### src/rtl/traceback_unit.sv
// Viterbi traceback: 3-bank survivor ring (write / train / decode), one traceback step per stage.
// Build option TBU_BEST_STATE_EN adds best_state as the training start; otherwise training starts at state 0.
module traceback_unit #(
  parameter int NUM_STATES = 4,
  parameter int SW         = 2,
  parameter int L          = 21
) (
  input  logic                  clk,
  input  logic                  reset,
  input  logic                  dec_valid,
  input  logic [NUM_STATES-1:0] dec_bits,
`ifdef TBU_BEST_STATE_EN
  input  logic [SW-1:0]         best_state,
`endif
  output logic                  decode_out,
  output logic                  stack_toggle,
  output logic                  out_valid
);

  localparam int CW = $clog2(L);

  logic [NUM_STATES-1:0] mem [3][L];

  logic [CW-1:0]         wr_col;
  logic [CW-1:0]         rd_col;
  logic [1:0]            wbank;
  logic [1:0]            tbank;
  logic [1:0]            dbank;
  logic [1:0]            blk_cnt;
  logic [SW-1:0]         train_state;
  logic [SW-1:0]         dec_state;
  logic [SW-1:0]         train_pred;
  logic [SW-1:0]         dec_pred;
  logic [SW-1:0]         start_state;
  logic [NUM_STATES-1:0] tcol;
  logic [NUM_STATES-1:0] dcol;
  logic                  boundary;

  // train bank is the one written last block, decode bank the one before that
  assign tbank    = (wbank == 2'd0) ? 2'd2 : wbank - 2'd1;
  assign dbank    = (wbank == 2'd2) ? 2'd0 : wbank + 2'd1;
  assign rd_col   = CW'(L - 1) - wr_col;
  assign boundary = (wr_col == CW'(L - 1));

  assign tcol       = mem[tbank][rd_col];
  assign dcol       = mem[dbank][rd_col];
  assign train_pred = {tcol[train_state], train_state[SW-1:1]};
  assign dec_pred   = {dcol[dec_state], dec_state[SW-1:1]};

`ifdef TBU_BEST_STATE_EN
  assign start_state = best_state;
`else
  assign start_state = '0;
`endif

  // survivor memory is deliberately left out of reset
  always_ff @(posedge clk) begin
    if (dec_valid && !reset) begin
      mem[wbank][wr_col] <= dec_bits;
    end
  end

  always_ff @(posedge clk) begin
    if (reset) begin
      wr_col       <= '0;
      wbank        <= '0;
      blk_cnt      <= '0;
      train_state  <= '0;
      dec_state    <= '0;
      decode_out   <= 1'b0;
      stack_toggle <= 1'b0;
      out_valid    <= 1'b0;
    end else if (dec_valid) begin
      decode_out <= dec_state[0];
      out_valid  <= (blk_cnt == 2'd2);
      if (boundary) begin
        wr_col       <= '0;
        wbank        <= (wbank == 2'd2) ? 2'd0 : wbank + 2'd1;
        stack_toggle <= ~stack_toggle;
        // decoding of the next block resumes from where training reached column 0
        dec_state    <= train_pred;
        train_state  <= start_state;
        if (blk_cnt != 2'd2) blk_cnt <= blk_cnt + 2'd1;
      end else begin
        wr_col      <= wr_col + CW'(1);
        train_state <= train_pred;
        dec_state   <= dec_pred;
      end
    end
  end

endmodule

### config.mk
export PLATFORM = sky130hd
export DESIGN_NAME = traceback_unit
export DESIGN_NICKNAME = d
export VERILOG_FILES = /design/src/rtl/traceback_unit.sv
export SDC_FILE = /design/constraint.sdc
export NUM_CORES = 1
export LEC_CHECK = 0
export ABC_AREA = 1
export CORE_ASPECT_RATIO = 1.1
export CORE_UTILIZATION = 33
export DETAILED_ROUTE_END_ITERATION = 10
export RECOVER_POWER = 50
export SLEW_MARGIN = 15
export SYNTH_ARGS = -nofsm -noshare
export SYNTH_HDL_FRONTEND = slang
export SYNTH_SLANG_ARGS = --single-unit
### constraint.sdc
create_clock -name clk -period 3.7 [get_ports clk]
set_input_delay 0.925 -clock clk [delete_from_list [all_inputs] [get_ports clk]]
set_output_delay 0.925 -clock clk [all_outputs]
set_load 0.05 [all_outputs]
==> metrics.md <==
| Metric | Value |
|---|---|
| All-Layer GR Usage | `20.1%` |
| Max cap viols | `3` |
| Worst Hold Launch | `blk_cnt[0]` |
| Post-CTS Hold Fix Bufs | `0` |
| Worst Tran Pin Value | `1.74 ns` |
| Cell depth of the worst flop-to-flop path | `17` |
| Bufs on Longest Clock Path | `3` |
| RSZ-0062 raised after global routing | `false` |
| Die outline height | `217 um` |
| Wire length of the first global-routing pass | `approximately 66,000 um` |
| Initial antenna violation count | `0` |
| Clock latency reported for the late side of the worst-skew pair | `0.55 ns` |
| IO buf count | `9` |
| Inst Count DP | `2,135` |
| CP required | `4.18 ns` |
| Post-route non-filler standard cell count | `around 2,200` |
| Run status | `finished with violations` |
| Area delta synth->final | `10.9%` |
| Core Footprint | `41,500 sq um` |
| Period Utilization, post-route | `84.6%` |
| Post-layout net count | `1,622` |
| Commonest non-fill, non-tap cell in the layout | `sky130_fd_sc_hd__nand2_1` |
| CTS Sinks | `268` |
| H-tree level count | `1` |
| Drc violations | `0` |
| Proportion of layout cells with a drive suffix above 1 | `5.97%` |
| Syn Area/Cell | `between 8 and 9 sq um` |
| CTS tree | `done` |
| Worst VDD drop | `0.320 mV` |
| Vias in the first global route | `11,600` |
| Detailed Route WL | `42,600 um` |
| Worst Clk Skew | `0.00968 ns` |
| Total negative slack | `0 ns` |
| Post-synthesis instance total | `1,628` |
| Die ar. | `between 40,000 and 50,000 sq um` |
| Violations in the final reports | `capacitance limit, slew limit` |
| Number of top-level design ports | `10` |
| Type of the most critical hold path | `reg2reg` |
| Width of the die | `198 um` |
| RePlAce Congestion | `0.922` |
| Area used by multi-input combinational logic | `5050 sq um` |
| Hold path depth | `1` |
| Final min period | `3.13 ns` |
| Per-cell via count in the routed design | `5.24` |
| Drt first pass iters | `5` |
| Filler Cell Count | `4,188` |
| Reg-to-reg critical path startpoint | `wr_col[0]` |
| Setup slack, reg-to-reg | `0.57 ns` |
| Area share of the largest cell type after synthesis | `between 50 and 60%` |
| Dominant cell type by area after synthesis | `sky130_fd_sc_hd__edfxtp_1` |
| Worst-case headroom to the max-slew limit | `-15.8%` |
| Worst Hold End | `blk_cnt[0]` |
| Quantity of gates resized following cts | `0` |
| Ranking of synthesized cells by area | `sky130_fd_sc_hd__edfxtp_1, sky130_fd_sc_hd__nand2_1, sky130_fd_sc_hd__nand3_1` |
| Post-synthesis net count | `1,645` |
| Effective utilization at floorplan | `around a third` |
| Count of final hold-check violations | `0` |
| Total overflow reported by the global router | `0` |
| Cell Area, Synth | `around 14,000 sq um` |
| Buffers inserted during post-CTS setup optimization | `0` |
| Critical path class | `reg2reg` |
| Data arrival time of the critical path | `3.61 ns` |
| Number of library cell types mapped by synthesis | `30` |
| Element type at the critical path start | `flop` |
| Critical path peak fanout | `44` |
| Antenna-violating nets left | `0` |
| Flip-flop and latch area | `between 7000 and 8000 sq um` |
| Power Density | `roughly 440 nW/um^2` |
| Proportion of synthesized chip area in sequential cells | `56.6%` |
| Diode count | `0` |
| DP Wirelength | `27,200 um` |
| Standby leakage power | `6.01 nW` |
| Overall power after layout | `0.00682 W` |
| Clock slew at reported path FFs | `around 0.060 ns` |
| Via count of the routed design | `11,400` |
| Largest net degree at the start of global routing | `105` |
| Synth warn | `0` |
| Achievable Freq | `320 MHz` |
| Category of the worst setup path capture point | `flop` |
| Violation count after the first detailed-routing iteration | `1,166` |
| Final count of negative-setup-slack endpoints | `0` |
| Commonest cells after routing, fill and taps aside | `sky130_fd_sc_hd__nand2_1, sky130_fd_sc_hd__edfxtp_1, sky130_fd_sc_hd__nand3_1, sky130_fd_sc_hd__nor2_1, sky130_fd_sc_hd__inv_1` |
| TritonCTS buffer count | `28` |
| Number of placement rows | `78` |
| Reg-to-reg endpoint | `train_state[1]` |
| Total count of max-transition violations in the final report | `95` |
| Post-synthesis sequential element count | `268` |
| Root buffer cell | `sky130_fd_sc_hd__clkbuf_16` |
| Average wire per standard cell | `approximately 20 um` |
cell families after synthesis:
logic type / count (synthesis) / synth area share [%]
AOI/OAI and AO/OA: 181 / 7.37
and+or+nand+nor: 927 / 27.6
adders and majority gates: 10 / 0.898
buffers and inverters: 238 / 7.21
DFF: 268 / 56.6
xor gates and xnor gates: 4 / 0.251
cell type report:
cell class	instances	share of cell area (%)
Clock buffer	37	4.89
Clock inverter	13	0.858
Inverter	136	3.30
Multi-Input combinational cell	1122	32.7
Sequential cell	268	51.1
Tap cell	560	4.53
Timing Repair Buffer	49	2.66
synthesized netlist by cell type, drive strengths merged:
library cell and instances:
nand4 7, xor2 4, a211oi 1, nor2 150, o21bai 1, ha 10, a31oi 2, o211ai 41
edfxtp 252, nor3 1, nand3b 4, inv 130, a21oi 58, o21ai 70, dfxtp 16, clkinv 6
clkbuf 21, or2 13, o22ai 8, buf 81, nand3 234, nand2 518
report_power, final:
| group | total, W | switching, W | internal, W |
|---|---|---|---|
| logic | 0.000699 | 0.000506 | 0.000192 |
| registers | 0.00335 | 0.0000213 | 0.00333 |
| clock network | 0.00277 | 0.00114 | 0.00163 |
critical path: stages (launching register included):
cell and delay, ns:
sky130_fd_sc_hd__dfxtp_4 0.56, sky130_fd_sc_hd__inv_1 0.10, sky130_fd_sc_hd__ha_1 0.37, sky130_fd_sc_hd__nor2_4 0.82, sky130_fd_sc_hd__nand2_1 0.10, sky130_fd_sc_hd__nand2_1 0.11, sky130_fd_sc_hd__inv_1 0.05, sky130_fd_sc_hd__nand3_1 0.06
sky130_fd_sc_hd__nand2_1 0.05, sky130_fd_sc_hd__inv_1 0.06, sky130_fd_sc_hd__nand2_1 0.05, sky130_fd_sc_hd__nand2_1 0.13, sky130_fd_sc_hd__nand2_1 0.08, sky130_fd_sc_hd__nand2_1 0.08, sky130_fd_sc_hd__nand2_1 0.05, sky130_fd_sc_hd__nand3_1 0.09
sky130_fd_sc_hd__nand4_1 0.11, sky130_fd_sc_hd__a21oi_1 0.13
metal layers:
layer  track usage (%)  share of wire [%]  vias to the layer above
li1                  -                  -                     5402
met1              24.5                 39                     5422
met2              34.7                 49                      496
met3              2.57                7.1                      121
met4              10.4                4.9                        0
met5                 0                  0                        -
per-stage QoR:
| step | setup WS [ns] | hold slack, ns | instance area, sq um | util, % |
|---|---|---|---|---|
| after floorplan | 1.22 | 0.422 | 13900 | - |
| after global placement | 0.523 | 0.433 | 14600 | 35.2 |
| after detailed placement | 0.540 | 0.451 | 14600 | 35.2 |
| after CTS | 0.725 | 0.457 | 15500 | 37.3 |
| after global routing | 0.340 | 0.479 | 15500 | 37.3 |
| final | 0.570 | 0.457 | 15500 | 37.3 |
flip-flops by register name, summed over array words and instances, names as in the netlist:
name,cells
mem,252
wr_col,5
blk_cnt,2
dec_state,2
train_state,2
wbank,2
decode_out,1
out_valid,1
stack_toggle,1
worst max-delay path by stage:
stage / startpoint / end / slack (ns) / cells past startpoint
2_1_floorplan: wr_col[0] / dec_state[1] / 1.22 / 19
3_3_place_gp: dec_valid / mem[1][30] / 0.52 / 8
3_5_place_dp: dec_valid / mem[1][29] / 0.54 / 8
4_1_cts: wr_col[0] / train_state[1] / 0.72 / 17
5_1_grt: wr_col[0] / train_state[1] / 0.34 / 15
6_report: wr_col[0] / train_state[1] / 0.57 / 17
Power figures use the tool's default switching activity.
==> variant, RTL diff (same flow settings) <==
`L`: 21 -> 42.
--- a/src/rtl/traceback_unit.sv
+++ b/src/rtl/traceback_unit.sv
@@ -4,5 +4,5 @@
   parameter int NUM_STATES = 4,
   parameter int SW         = 2,
-  parameter int L          = 21
+  parameter int L          = 42
 ) (
   input  logic                  clk,
Check against the original RTL: no difference found for any inputs over 10 cycles, from zero or initial values and one cycle with reset high; that may be too few to reach the edited logic, so the function may still have changed.
==> variant against the original RTL <==
The flow still finishes with violations (capacitance limit, slew limit). Count of clock-buffer cells in the layout is 22 higher. Wire length rose by 94%. Power rose by 94%. Area after synthesis grew 97%. Sequential cell count rose by 253. Worst setup slack worse by 0.073 ns. Cell area up 96%. Synthesized cell count grew 99%. First-iteration DRC count up 85%. Clock skew is 0.0066 ns higher. Sequential power up 94%.
==> variant: results (changes against the original RTL) <==
- Gp weighted congestion: 0.901 (-2.3%)
- HPWL after DPL: 50.4 mm (+85%)
- Nets@finish: 3182 (+96%)
- Top cell type's share of synthesized area: 0.552 (+0.00842)
- Status: complete, but fails checks
- Synth Area in Adders: 0.00502 (-0.00397)
- Most instantiated cells after synthesis: nand2_1, nand3_1, edfxtp_1
- Final Skew: 0.0162 ns (+0.00656 ns)
- Post-synthesis compound-gate area fraction: 0.0550 (-0.0187)
- # fillers: 8318 (+99%)
- Vias in the first global route: 21200 (+83%)
- Max-Cap Viols: 3 (unchanged)
- Seq/Total Area, Yosys: 0.564 (-0.00217)
- Gr usage total: 0.192 (-0.00893)
- Multiplexer share of the synthesized area: 0.00146 (+0.00146)
- Maximum fanout along the worst path: 54 (+23%)
- Violated checks: capacitance limit, slew limit
- Slew Viols, Final: 132 (+39%)
- Clk Latency, worst-skew pair: 0.62 ns (+0.07 ns)
- Total CTS buffers: 54 (+93%)
- Fraction of layout cells with a size suffix above 1: 0.0614 (+0.00174)
- Starting DRT DRC Count: 2158 (+85%)
- Maximum vdd drop: 308 µV (-3.7%)
- Slew @ Worst Pin: 2.92 ns (+1.19 ns)
- Via count: 22100 (+93%)
==> variant: cell types whose count changed after synthesis, sizes merged, moves of 19 or more <==
cell,before,now
nand2,518,1171
o21ai,70,115
o211ai,41,22
inv,130,204
a21oi,58,145
nand3,234,513
edfxtp,252,504
nor2,150,264
buf,81,187
==> variant: final timing paths <==
kind | startpoint | endpoint | slack, ns | depth (start not counted)
min | blk_cnt[0]$_SDFFE_PP0P_ | blk_cnt[0]$_SDFFE_PP0P_ | 0.48 | 1
max reg2reg | wr_col[2]$_SDFFE_PP0P_ | dec_state[1]$_SDFFE_PP0P_ | 0.78 | 19
max | dec_bits[0] | mem[0][80]$_DFFE_PP_ | 0.50 | 2
min reg2reg | blk_cnt[0]$_SDFFE_PP0P_ | blk_cnt[0]$_SDFFE_PP0P_ | 0.48 | 1
==> variant: cell type report <==
class / count / share of cell area
Timing Repair Buffer: 83 / 0.0287
Tap cell: 1064 / 0.0439
Inverter: 207 / 0.0262
Clock inverter: 40 / 0.0149
Sequential cell: 521 / 0.511
Clock buffer: 59 / 0.0459
Multi-Input combinational cell: 2297 / 0.330
==> variant: cells by family (layout without fill, tap and decap cells) <==
| group | Yosys count | after routing |
|---|---|---|
| compound gates | 288 | 288 |
| fa+ha+maj | 11 | 11 |
| flops | 521 | 521 |
| buf+inv | 423 | 389 |
| simple gates | 1990 | 1990 |
| mux | 4 | 4 |
| xor+xnor | 4 | 4 |
==> variant: report_power, final <==
group | switching, W | internal [W] | total [W] | leakage (nW)
clock network | 0.00234 | 0.00339 | 0.00573 | 0.898
registers | 0.0000145 | 0.00648 | 0.00649 | 4.67
logic | 0.000747 | 0.000280 | 0.00103 | 6.24
total | 0.00310 | 0.0102 | 0.0133 | 11.8
==> variant: per-stage QoR <==
| stage | cell area, µm² | power (W) | instances | utilization | setup slack, ns |
|---|---|---|---|---|---|
| final | 30300 | 0.0133 | 4271 | 0.369 | 0.498 |
| after global routing | 30300 | 0.0136 | 4271 | 0.369 | 0.306 |
| after CTS | 30300 | 0.0133 | 4271 | 0.370 | 0.850 |
| after detailed placement | 28500 | 0.00763 | 4172 | 0.347 | 0.404 |
| after global placement | 28500 | 0.00763 | 4172 | 0.347 | 0.325 |
| after floorplan | 27400 | 0.00726 | 3241 | - | 1.16 |
==> variant: metal layers <==
layer  global-route usage  vias to the layer above  routed length (µm)
met5                    0                        -                   0
li1                     -                    10600                   -
met2                0.320                      921               39100
met3               0.0286                      186                5940
met1                0.249                    10400               34300
met4               0.0788                        0                3190
